==> src/rtl/sweep_counter.sv <==
// sweep_counter: paces servo steps with a prescaler, counts sweep steps per
// axis, tracks the step index of peak light and the distance back to it.
module sweep_counter #(
  parameter int STEP_DIV = 100000,
  parameter int H_STEPS  = 180,
  parameter int V_STEPS  = 90,
  parameter int ADC_W    = 12,
  parameter int CNT_W    = 8
) (
  input  logic             CLK,
  input  logic             RST,
  input  logic             HS,
  input  logic             VS,
  input  logic             MC,
  input  logic             CNT_RST,
  input  logic [ADC_W-1:0] ADC_VAL,
  input  logic             ADC_VALID,
  output logic             CNT_L,
  output logic             CNT_RU,
  output logic             CNT_D,
  output logic [CNT_W-1:0] H_MAX_POS,
  output logic [CNT_W-1:0] V_MAX_POS,
  output logic [ADC_W-1:0] MAX_VAL
);

  localparam int               PRE_W    = (STEP_DIV > 1) ? $clog2(STEP_DIV) : 1;
  localparam logic [PRE_W-1:0] PRE_LAST = PRE_W'(STEP_DIV - 1);
  localparam logic [CNT_W-1:0] H_LAST   = CNT_W'(H_STEPS);
  localparam logic [CNT_W-1:0] V_LAST   = CNT_W'(V_STEPS);

  logic [ADC_W-1:0] r_sample;
  logic [PRE_W-1:0] r_pre;
  logic [2:0]       r_en_prev;
  logic [CNT_W-1:0] r_h_cnt;
  logic [CNT_W-1:0] r_v_cnt;
  logic [ADC_W-1:0] r_h_max_val;
  logic [ADC_W-1:0] r_v_max_val;
  logic [CNT_W-1:0] r_h_max_pos;
  logic [CNT_W-1:0] r_v_max_pos;
  logic [CNT_W-1:0] r_ret_rem;
  logic             r_axis;

  logic [2:0]       w_en;
  logic             w_any;
  logic             w_change;
  logic             w_hs;
  logic             w_vs;
  logic             w_mc;
  logic             w_tick;
  logic [CNT_W-1:0] w_h_ret;
  logic [CNT_W-1:0] w_v_ret;

  // HS outranks VS, and either sweep outranks the return phase.
  assign w_en     = {HS, VS, MC};
  assign w_any    = |w_en;
  assign w_change = (w_en != r_en_prev);
  assign w_hs     = HS;
  assign w_vs     = VS & ~HS;
  assign w_mc     = MC & ~HS & ~VS;
  // A phase change restarts the step period, so a stale count cannot tick.
  assign w_tick   = w_any & ~w_change & (r_pre == PRE_LAST);
  assign w_h_ret  = r_h_cnt - r_h_max_pos;
  assign w_v_ret  = r_v_cnt - r_v_max_pos;

  // Latch the newest sensor sample; only a full reset clears it.
  always_ff @(posedge CLK) begin
    if (RST)            r_sample <= '0;
    else if (ADC_VALID) r_sample <= ADC_VAL;
  end

  // Remember last cycle's enables to detect phase changes.
  always_ff @(posedge CLK) begin
    if (RST) r_en_prev <= '0;
    else     r_en_prev <= w_en;
  end

  // Step prescaler: free-runs 0..STEP_DIV-1 while a phase is active.
  always_ff @(posedge CLK) begin
    if (RST || CNT_RST || !w_any || w_change) r_pre <= '0;
    else if (r_pre == PRE_LAST)               r_pre <= '0;
    else                                      r_pre <= r_pre + PRE_W'(1);
  end

  // Sweep counters, peak tracking and return distance.
  always_ff @(posedge CLK) begin
    if (RST || CNT_RST) begin
      r_h_cnt     <= '0;
      r_v_cnt     <= '0;
      r_h_max_val <= '0;
      r_v_max_val <= '0;
      r_h_max_pos <= '0;
      r_v_max_pos <= '0;
      r_ret_rem   <= '0;
      r_axis      <= 1'b0;
    end else begin
      if (w_hs) begin
        r_axis <= 1'b0;
        if (w_tick && (r_h_cnt < H_LAST)) begin
          // Strict compare keeps the earliest step on ties.
          if ((r_h_cnt == '0) || (r_sample > r_h_max_val)) begin
            r_h_max_val <= r_sample;
            r_h_max_pos <= r_h_cnt;
          end
          r_h_cnt <= r_h_cnt + CNT_W'(1);
        end
      end else if (w_vs) begin
        r_axis <= 1'b1;
        if (w_tick && (r_v_cnt < V_LAST)) begin
          if ((r_v_cnt == '0) || (r_sample > r_v_max_val)) begin
            r_v_max_val <= r_sample;
            r_v_max_pos <= r_v_cnt;
          end
          r_v_cnt <= r_v_cnt + CNT_W'(1);
        end
      end

      // Outside the return phase keep the distance current so it is valid
      // on the very first return cycle.
      if (w_mc) begin
        if (w_tick && (r_ret_rem != '0)) r_ret_rem <= r_ret_rem - CNT_W'(1);
      end else begin
        r_ret_rem <= r_axis ? w_v_ret : w_h_ret;
      end
    end
  end

  assign CNT_L     = (r_h_cnt != H_LAST);
  assign CNT_D     = (r_v_cnt != V_LAST);
  assign CNT_RU    = (r_ret_rem != '0);
  assign H_MAX_POS = r_h_max_pos;
  assign V_MAX_POS = r_v_max_pos;
  assign MAX_VAL   = r_axis ? r_v_max_val : r_h_max_val;

endmodule

==> config.mk <==
export PLATFORM = sky130hd
export DESIGN_NAME = sweep_counter
export DESIGN_NICKNAME = d
export VERILOG_FILES = /design/src/rtl/sweep_counter.sv
export SDC_FILE = /design/constraint.sdc
export NUM_CORES = 1
export LEC_CHECK = 0
export ABC_AREA = 1
export BUFFER_PORTS_ARGS = -buffer_cell sky130_fd_sc_hd__buf_2
export CAP_MARGIN = 10
export CORE_UTILIZATION = 65
export DETAILED_ROUTE_END_ITERATION = 10
export GPL_TIMING_DRIVEN = 0
export HOLD_SLACK_MARGIN = 0.15
export PLACE_DENSITY = 0.86
export SLEW_MARGIN = 40
export SYNTH_ARGS = -nofsm -noshare
export SYNTH_HDL_FRONTEND = slang
export SYNTH_SLANG_ARGS = --single-unit
==> constraint.sdc <==
create_clock -name CLK -period 3.35 [get_ports CLK]
set_input_delay 0.5025 -clock CLK [delete_from_list [all_inputs] [get_ports CLK]]
set_output_delay 0.5025 -clock CLK [all_outputs]
set_load 0.01 [all_outputs]
Word level (Yosys, flattened, before mapping)
Index checks and enable logic that the tools add are counted.

Add/sub/neg operators: 6. Magnitude comparators: 4. Eq/ne operators: 5. Muxes and demuxes: 4. Bitwise logic cells: 8. Reductions and logical operators: 19.

Operators with widths (count): $gt A12 B12 Y1 (2); $mux W8 (3); $add A17 B1 Y17 const B (1); $eq A17 B17 Y1 const B (1); $add A8 B1 Y8 const B (2); $logic_not A8 Y1 (2); $sub A8 B8 Y8 (2); $mux W12 (1); $lt A8 B7 Y1 const B (1); $lt A8 B8 Y1 const B (1); $ne A8 B7 Y1 const B (1); $ne A8 B8 Y1 const B (1); $reduce_bool A8 Y1 (1); $sub A8 B1 Y8 const B (1); $reduce_and A3 Y1 (2); $and A1 B1 Y1 (5); $logic_or A1 B1 Y1 (5); $reduce_and A4 Y1 (1); $reduce_or A2 Y1 (2); $logic_and A1 B1 Y1 (3); $ne A3 B3 Y1 (1); $not A1 Y1 (3); $reduce_or A3 Y1 (1); $ne A2 B1 Y1 const B (1); other kinds (2) (2).

Register bits: 97. Bits of input ports: 19. Output and inout port bits: 31.

Longest topological paths before layout
Gate-level depths: netlist of the first run.

Depth in word-level cells: 7. Gate-level depth with buffers: 16.

Least setup slack after synthesis of the first run
Ideal clock, no wire load.

Path type: reg2reg. Start: register r_v_max_val[11]. End: register r_v_max_pos[7] (netlist: V_MAX_POS[7]). Library setup time: 111 ps. Arrival: 1644 ps. Required time: 3239 ps. Setup slack: 1596 ps. Stages on the path, launching flop included: 15. Buffers on the path: 2. Clock period less this slack: 1754 ps. Path through: dfxtp_1 -> inv_1 -> ha_1 -> nand2_1 -> nor2_1 -> and2_1 -> nand2_1 -> nand3_1 -> nand2_1 -> nand2_1 -> buf_2 -> buf_4 -> nand2_1 -> nand3_1 -> inv_1.

Longest elaborated chain between the ends: 3.

RTL lines: from (decl) (RTL line 37) `logic [ADC_W-1:0] r_v_max_val;`; from (signal assigned) (RTL line 110) `r_v_max_val <= r_sample;`; $gt A12 B12 Y1 (RTL line 109) `if ((r_v_cnt == '0) || (r_sample > r_v_max_val)) begin`; $logic_or A1 B1 Y1 (RTL line 109); $reduce_and A4 Y1 (no line); to (signal assigned) (RTL line 111) `r_v_max_pos <= r_v_cnt;`; to (decl) (RTL line 39) `logic [CNT_W-1:0] r_v_max_pos;`.

No other way between the ends. A chain may end at the register's enable or synchronous reset.

Worst setup path in the final report of the first run
Start: register r_axis. End: output port MAX_VAL[11].

Longest elaborated chain between the ends: 1.

RTL lines: from (decl) (RTL line 41) `logic r_axis;`; from (signal assigned) (RTL line 94) `r_axis <= 1'b0;`; from (signal assigned) (RTL line 97) `r_axis <= 1'b0;`; from (signal assigned) (RTL line 107) `r_axis <= 1'b1;`; $mux W12 (RTL line 132) `assign MAX_VAL = r_axis ? r_v_max_val : r_h_max_val;`; to (decl) (RTL line 23) `output logic [ADC_W-1:0] MAX_VAL`.

No other way between the ends.

==> results.md, run 1 <==
- Final period util: 0.800
- CTS Root Cell: clkbuf_8
- WP data arrival: 2.18 ns
- Final hold violations: 0
- Async set-reset flop share out of synthesis: 0
- Synth area leaders: dfxtp_1 (32%), nand2_1 (12%), ha_1 (9.2%)
- Flops & latches, synth: 97
- Hold bufs inserted after CTS: 0
- Post-synthesis xor/xnor area fraction: 0.0314
- Layout Skew: 0.00985 ns
- Post-CTS setup buffer count: 0
- Clock Latency Late Sink: 0.36 ns
- Top-area cell type share of the netlist area: 0.319
- Max Cap Viol: 0
- DR vias/cell: 5.51
- Syn Area/Cell: 6.68 um2
- Place WS: 1.15 ns
- Final ANT Viol Nets: 0
- First-pass GRT wire length: 25.4 mm
- Ratio of cells with drive above 1 in the final layout: 0.0986
- Worst Path Class, Setup: flip-flop to primary output
- Num ports: 50
- Post-layout util: 0.748
- Commonest cells in the netlist: nand2_1 (199), inv_1 (118), nor2_1 (116)
- DRC: 1
- Crit path launch type: flip-flop
- Setup TNS: 0 ns
- Chip height: 98.8 um
- Adder-cell share of the synthesized area: 0.0990
- Cells after Synth: 911
- Worst path max stage delay: 0.51 ns
- Top-count cell post-synth: nand2_1
- Synth cell types: 38
- Rows: 34
- PwrDens: 319 nW/um2
- Fmax: 373 MHz
- Area leader, netlist: dfxtp_1
- Tmin final: 2.68 ns
- Peak VDD IR: 0.277 mV
- Vias in the first global route: 5456
- Worst-path cell chain: clkbuf_1, buf_1, nand2_1, o21ai_0, buf_2
- Worst Slack Setup Final: 0.671 ns
- Hold_sp: HS
- Post-synthesis mux area share: 0
- DR WL/cell: 13.8 um
- Core area: 8890 um2
- Synth Flop Type: dfxtp_1
- Area delta synth->final: 9.18%
- CTS tree: built
- RR Endpoint: r_h_max_val[6]$_SDFFE_PP0P_
- PostCTS Resize Cnt: 0
- # H-tree levels: 3
- Outcome: finished, violations left
- Hold crit path type: input port to flip-flop
- Post-DP HPWL: 11.3 mm
- WP buf/inv: 3
- # clock sinks: 97
- Max-slew violations: 0
- Fin area: 6650 um2
- Pleak: 0.00285 uW
- Yosys Warn Count: 0
- Clk buf depth: 2
- DRT iter0 DRCs: 475
- Starting density of the core: 0.685
- EDFF count, synth: 0
- Gr usage total: 0.322
- CTS buffer count: 9
- Via count: 5963
- FF-to-FF Start: r_h_max_val[11]$_SDFFE_PP0P_
- Die area: 9760 um2
- Reg2Reg Depth: 13
- Largest net degree at the start of global routing: 18
- Clk slew on worst S/H paths: 0.09 ns
- Nets: 1035
- GP Congestion: 0.942
- Antenna fix cells: 0
- Seq/Total Area, Yosys: 0.319
- Die Wd: 98.8 um
- Main combinational cell family by area after synthesis: simple AND/OR/NAND/NOR gates
- RSZ-0062 raised after global routing: false
- CP Data Required Time: 2.85 ns
- Complex-gate fraction of the synthesized area: 0.116
- Mapped Nets: 977
- Final Setup Violations: 0
- Area post-placement: 6460 um2
- CP Max Fanout: 10
- Detailed Routing Iterations Pass 1: 9
- WHS Endpoint: r_axis$_SDFFE_PP0P_
- Failing checks: design-rule violations
- Simple-gate portion of the synthesized area: 0.329
- Slowest-stage cell, CP: buf_1
- Reg2reg setup slack: 1.12 ns
- WL final: 15.0 mm
- Hold Crit Depth: 2
- Number of I/O port buffers: 47
- Initial antenna violation count: 0
- Post-Syn Area: 6090 um2
- Actual slew at the worst max-slew pin: 0.692 ns
- Max-slew headroom: 0.539
- Gr ovfl total: 0
- Cell family with most CP delay: buffers and inverters
- CP endpoint kind: primary output
## logic make-up after synthesis
logic type | Yosys count
compound gates | 130
fa+ha+maj | 47
flops | 97
xor+xnor | 21
simple gates | 460
buf+inv | 156
## flip-flops by register name, indices dropped and copies added (netlist names)
signal	flops
r_pre	17
r_h_max_val	12
r_sample	12
r_v_max_val	12
H_MAX_POS	8
V_MAX_POS	8
r_h_cnt	8
r_ret_rem	8
r_v_cnt	8
r_en_prev	3
r_axis	1
## through the flow
| step | hold slack (ns) | total power, uW | instances |
|---|---|---|---|
| floorplan | 0.418 | 1350 | 911 |
| global placement | 0.430 | 1400 | 1066 |
| detailed placement | 0.447 | 1400 | 1066 |
| CTS | 0.378 | 2130 | 1082 |
| global route | 0.397 | 2210 | 1082 |
| finish | 0.388 | 2120 | 1082 |
## layer usage
metal	track usage	wire, um	up-vias
met5	0	0	-
met2	0.534	6750	230
met4	0.0815	207	0
met3	0.0518	1150	24
met1	0.438	6870	2630
li1	-	-	3079
## placed cells by master (no fill, tap or decap), types with 5 or more instances in the layout
| cell type | instances |
|---|---|
| a211oi_1 | 13 |
| a21oi_1 | 79 |
| buf_1 | 9 |
| buf_2 | 54 |
| clkbuf_1 | 9 |
| clkbuf_8 | 10 |
| dfxtp_1 | 97 |
| ha_1 | 45 |
| inv_1 | 118 |
| nand2_1 | 199 |
| nand3_1 | 83 |
| nand4_1 | 25 |
| nor2_1 | 116 |
| nor3_1 | 14 |
| o21a_1 | 5 |
| o21ai_0 | 26 |
| xor2_1 | 16 |
## cell type report
class | instances | area [um2]
Sequential cell | 97 | 1940
Clock buffer | 10 | 138
Tap cell | 108 | 135
Clock inverter | 6 | 51.3
Timing Repair Buffer | 47 | 235
Inverter | 123 | 462
Buffer | 33 | 178
Fill cell | 797 | 2240
Multi-Input combinational cell | 658 | 3510
## power breakdown
group	switching, uW	internal (uW)	leakage [uW]	total, uW
Sequential	12.8	1170	0.000785	1180
Clock	436	300	0.0000870	736
Combinational	128	74.0	0.00197	202
## worst max path at each step
| stage | startpoint | slack (ns) | depth (start not counted) | endpoint |
|---|---|---|---|---|
| after floorplan | r_v_max_val[11]$_SDFFE_PP0P_ | 1.60 | 14 | V_MAX_POS[7]$_SDFFE_PP0P_ |
| after global placement | r_axis$_SDFFE_PP0P_ | 1.15 | 5 | MAX_VAL[11] |
| after detailed placement | r_axis$_SDFFE_PP0P_ | 1.15 | 5 | MAX_VAL[11] |
| after CTS | r_axis$_SDFFE_PP0P_ | 0.74 | 5 | MAX_VAL[11] |
| after global routing | r_axis$_SDFFE_PP0P_ | 0.63 | 5 | MAX_VAL[10] |
| final | r_axis$_SDFFE_PP0P_ | 0.67 | 5 | MAX_VAL[11] |
## worst register-to-register path, delay by kind of cell, from the launching register on
kind | cells | cell delay (ns)
AND/OR/NAND/NOR | 10 | 1.00
buffers and inverters | 2 | 0.48
adder cells (fa/ha/maj) | 1 | 0.29
flip-flops | 1 | 0.35
Power figures use the tool's default switching activity.
==> run 2: changes to the inputs <==
CORE_UTILIZATION = 55   (was 65)
PLACE_DENSITY = 0.77   (was 0.86)
clock period = 2.31 ns   (was 3.35 ns; I/O delays follow)
==> results.md, run 2 (synthesis gave the netlist of run 1 again) <==
- Max layer used: met4
- Vias in the first global route: 5319
- Pleak: 0.00288 uW
- Crit path launch type: flip-flop
- Hold_sp: HS
- Initial antenna violation count: 0
- Clk slew on worst S/H paths: 0.10 ns
- Commonest cells after routing, fill and taps aside: nand2_1 (199), inv_1 (118), nor2_1 (116)
- # H-tree levels: 3
- Via count: 5899
- Final Setup Violations: 0
- Die area: 11500 um2
- Clk buf depth: 2
- Final hold violations: 0
- Ratio of cells with drive above 1 in the final layout: 0.104
- Gr usage total: 0.285
- Detailed Routing Iterations Pass 1: 5
- Max-slew headroom: 0.530
- GP Congestion: 0.900
- WHS Endpoint: r_axis$_SDFFE_PP0P_
- Crit path from: r_axis$_SDFFE_PP0P_
- Area delta synth->final: 10.0%
- Met2 routed WL: 7.02 mm
- FF-to-FF Start: r_v_max_val[9]$_SDFFE_PP0P_
- # fillers: 1078
- Cell Count Post-Placement: 1098
- Hold_ws: 0.192 ns
- Fin area: 6700 um2
- Number of I/O port buffers: 47
- Core area: 10800 um2
- Layout Skew: 0.0150 ns
- Final period util: 0.924
- Die Wd: 107 um
- Starting density of the core: 0.564
- Setup TNS: 0 ns
- WP data arrival: 1.79 ns
- Actual slew at the worst max-slew pin: 0.705 ns
- DR WL/cell: 13.8 um
- PwrDens: 473 nW/um2
- Fmax: 469 MHz
- CP Max Fanout: 10
- Area post-placement: 6500 um2
- CTS buffer count: 9
- Final ANT Viol Nets: 0
- Largest register FFs: 17
- Hold crit path type: input port to flip-flop
- DR vias/cell: 5.30
- Outcome: completed
- Worst Path Class, Setup: flip-flop to primary output
- Max Cap Viol: 0
- Antenna fix cells: 0
- Peak VDD IR: 0.366 mV
- Largest net degree at the start of global routing: 17
- Clock Latency Late Sink: 0.39 ns
- Largest reg by FF count: r_pre
- # clock sinks: 97
- RSZ-0062 raised after global routing: false
- CTS tree: built
- RR Endpoint: V_MAX_POS[7]$_SDFFE_PP0P_
- Post-DP HPWL: 11.5 mm
- DRC: 0
- Rows: 38
- CP Data Required Time: 1.96 ns
- Gr ovfl total: 0
- Post-CTS setup buffer count: 0
- First-pass GRT wire length: 25.5 mm
- Fin cells: 1114
- WL final: 15.4 mm
- Chip height: 107 um
- Reg2reg setup slack: 0.19 ns
- Met1 WL: 7.26 mm
- Hold Crit Depth: 2
- Tmin final: 2.13 ns
- DRT iter0 DRCs: 388
- Max-slew violations: 0
- CP endpoint kind: primary output
- Met3 wire len: 893 um
- Num ports: 50
- CTS Root Cell: clkbuf_8
- Leading cell type in the layout, fill and taps excluded: nand2_1
- Nets: 1035
- Reg2Reg Depth: 14
[run 2: worst max path at each step]
stage                                        endpoint  slack (ns)  cells past startpoint
after floorplan             V_MAX_POS[7]$_SDFFE_PP0P_        0.56                     14
after global placement      V_MAX_POS[7]$_SDFFE_PP0P_        0.23                     14
after detailed placement  r_h_max_val[8]$_SDFFE_PP0P_        0.17                     13
after CTS                 r_h_max_val[6]$_SDFFE_PP0P_        0.13                     13
after global routing        V_MAX_POS[7]$_SDFFE_PP0P_        0.02                     14
final                                     MAX_VAL[11]        0.18                      5
[run 2: power breakdown]
| part | internal (uW) | total (uW) | switching, uW | leakage [uW] |
|---|---|---|---|---|
| logic | 108 | 293 | 185 | 0.00199 |
| clock network | 508 | 1160 | 656 | 0.000101 |
| registers | 1690 | 1710 | 18.5 | 0.000785 |
| total | 2310 | 3170 | 860 | 0.00288 |
[run 2: final cells by class]
type                    count  area, um2  area share
clock inverters             6       66.3     0.00990
clock buffers              10        128      0.0190
inverters                 123        462      0.0689
plain buffers              33        185      0.0276
repair buffers             47        235      0.0351
well taps                 140        175      0.0261
multi-input cells         658       3510       0.524
flip-flops and latches     97       1940       0.290
[run 2: worst max-delay path: stages, from the launching register on]
cell	delay, ns
dfxtp_1	0.40
clkbuf_2	0.30
buf_2	0.32
nand2_1	0.08
o21ai_0	0.12
buf_2	0.18
[run 2: routing by layer]
metal / GRT usage / vias up
met5: 0 / -
met1: 0.380 / 2656
li1: - / 3066
met2: 0.465 / 158
met4: 0.0802 / 0
met3: 0.0584 / 19
[run 2: what timing repair did]
action / in CTS / in global routing
endpoints found under the setup margin: 10 / 20
resized for setup: 2 / 6
endpoints found under the hold margin: 0 / 0
hold buffers: 0 / 0
gates cloned: 0 / 0
[run 2: metrics by stage]
stage	power [uW]	setup slack [ns]	utilization
after global routing	3310	0.0202	0.621
final	3170	0.176	0.621
after CTS	3190	0.129	0.620
after global placement	2040	0.225	0.602
after floorplan	1950	0.556	-
after detailed placement	2040	0.167	0.602
==> run 3: changes to the inputs <==
CELL_PAD_IN_SITES_DETAIL_PLACEMENT = 2   (was unset)
CELL_PAD_IN_SITES_GLOBAL_PLACEMENT = 2   (was unset)
CORE_UTILIZATION = 30   (was 55)
PLACE_DENSITY = unset   (was 0.77)
PLACE_DENSITY_LB_ADDON = 0.1   (was unset)
==> results.md, run 3 (synthesis gave the netlist of run 1 again) <==
- Slowest-stage cell, CP: dfxtp_1
- Leading cell type in the layout, fill and taps excluded: nand2_1
- Worst-path cell chain: clkbuf_2, buf_2, nand2_1, o21ai_0, buf_2
- Gr ovfl total: 0
- Die Wd: 144 um
- Fmax: 459 MHz
- Largest register FFs: 17
- GP Congestion: 0.768
- Gr usage total: 0.218
- Fin area: 7010 um2
- Hold Crit Depth: 3
- WP data arrival: 1.83 ns
- CTS buffer count: 9
- Antenna fix cells: 0
- Worst path max stage delay: 0.42 ns
- CTS tree: built
- Final Total Pwr: 3680 uW
- RSZ-0062 raised after global routing: false
- DRT iter0 DRCs: 154
- Actual slew at the worst max-slew pin: 0.794 ns
- Final hold violations: 0
- Vias in the first global route: 6287
- Clk slew on worst S/H paths: 0.07 ns
- RR Endpoint: r_ret_rem[4]$_SDFFE_PP0P_
- Rows: 51
- FF-to-FF Start: r_v_cnt[0]$_SDFFE_PP0P_
- PwrDens: 525 nW/um2
- DR WL/cell: 17.3 um
- Reg2Reg Depth: 10
- DR vias/cell: 4.93
- Starting density of the core: 0.310
- Worst Path Class, Setup: flip-flop to primary output
- Clock Latency Late Sink: 0.36 ns
- Commonest cells after routing, fill and taps aside: nand2_1 (199), inv_1 (118), nor2_1 (116)
- Nets: 1036
- Area post-placement: 6660 um2
- Die area: 20900 um2
- Ratio of cells with drive above 1 in the final layout: 0.107
- Max Cap Viol: 0
- WL final: 21.4 mm
- # H-tree levels: 3
- Chip height: 144 um
- Largest net degree at the start of global routing: 17
- Tmin final: 2.18 ns
- Outcome: completed
- # clock sinks: 97
- Hold bufs inserted after CTS: 0
- CTS Root Cell: clkbuf_16
- Worst Slack Setup Final: 0.134 ns
- Max-slew headroom: 0.470
- Area delta synth->final: 15.1%
- DRC: 0
- Final ANT Viol Nets: 0
- Max-slew violations: 0
- CP Max Fanout: 10
- Peak VDD IR: 0.342 mV
- Detailed Routing Iterations Pass 1: 6
- Number of I/O port buffers: 47
- First-pass GRT wire length: 34.3 mm
- Hold_sp: MC
- Initial antenna violation count: 0
- CP Data Required Time: 1.96 ns
- WHS Endpoint: r_en_prev[0]$_SDFF_PP0_
- Pleak: 0.00294 uW
- Most numerous cell on the critical path: buf_2
- Reg area: 1940 um2
- CP endpoint kind: primary output
- Final Setup Violations: 0
- Hold crit path type: input port to flip-flop
- Via count: 6107
- Fin cells: 1240
- Setup TNS: 0 ns
- Post-DP HPWL: 16.3 mm
- Multi-input logic area: 3510 um2
- Layout Skew: 0.00852 ns
- Cell Count Post-Placement: 1223
- Core area: 19700 um2
- # fillers: 2476
- Final period util: 0.942
- Place WS: -0.121 ns
- Largest reg by FF count: r_pre
- Num ports: 50
- Crit path launch type: flip-flop
- Clk buf depth: 2
- Reg2reg setup slack: 0.16 ns
[run 3: changes by cell type in the layout (fill, tap and decap cells not counted)]
| cell | delta |
|---|---|
| clkinv_4 | -1 |
| nand3_1 | -1 |
| nand3_2 | +1 |
| buf_2 | -3 |
| buf_4 | +2 |
| clkbuf_4 | +5 |
| clkbuf_8 | -7 |
| clkinv_2 | -1 |
| clkinvlp_4 | +1 |
| clkbuf_16 | +9 |
| clkbuf_1 | -1 |
| clkbuf_2 | -4 |
| buf_6 | +1 |
[run 3: cell type report]
| cell class | instances | share of cell area |
|---|---|---|
| inverters | 123 | 0.0659 |
| well taps | 265 | 0.0473 |
| clock buffers | 11 | 0.0361 |
| repair buffers | 49 | 0.0357 |
| plain buffers | 32 | 0.0284 |
| flip-flops and latches | 97 | 0.277 |
| multi-input cells | 658 | 0.501 |
| clock inverters | 5 | 0.00857 |
[run 3: metal layers]
layer  up-vias  global-route usage  share of wire
met2        63               0.367           0.47
met1      2965               0.291           0.49
li1       3066                   -              -
met5         -                   0              0
met3        13              0.0341          0.029
met4         0              0.0454          0.010
[run 3: worst max-delay path, delay by kind of cell (launching register included)]
family / cells / cell delay (ns)
and+or+nand+nor: 1 / 0.07
AOI/OAI and AO/OA: 1 / 0.12
buffers and inverters: 3 / 0.85
DFF: 1 / 0.42
[run 3: where the power goes]
part | switching (uW) | internal, uW | total [uW]
Clock | 750 | 908 | 1660
Sequential | 19.6 | 1690 | 1710
Combinational | 205 | 109 | 314
[run 3: worst max path at each step]
stage                     slack (ns)                     endpoint                    startpoint  cells past startpoint
after floorplan                 0.56    V_MAX_POS[7]$_SDFFE_PP0P_  r_v_max_val[11]$_SDFFE_PP0P_                     14
after global placement         -0.05    H_MAX_POS[2]$_SDFFE_PP0P_  r_h_max_val[10]$_SDFFE_PP0P_                     13
after detailed placement       -0.12  r_h_max_val[8]$_SDFFE_PP0P_  r_h_max_val[10]$_SDFFE_PP0P_                     13
after CTS                       0.01    V_MAX_POS[7]$_SDFFE_PP0P_  r_v_max_val[10]$_SDFFE_PP0P_                     14
after global routing           0.001                  MAX_VAL[11]           r_axis$_SDFFE_PP0P_                      5
final                           0.13                  MAX_VAL[11]           r_axis$_SDFFE_PP0P_                      5
[run 3: per-stage QoR]
step                      utilization  hold WS [ns]
after detailed placement        0.339         0.440
after global routing            0.357         0.251
final                           0.357         0.236
after CTS                       0.355         0.227
after global placement          0.339         0.431
after floorplan                     -         0.418
[run 3: repair_timing]
| action | CTS | global route |
|---|---|---|
| pin swaps | 0 | 1 |
| resized for setup | 6 | 13 |
| setup endpoints to repair | 30 | 37 |
| setup buffers | 0 | 2 |
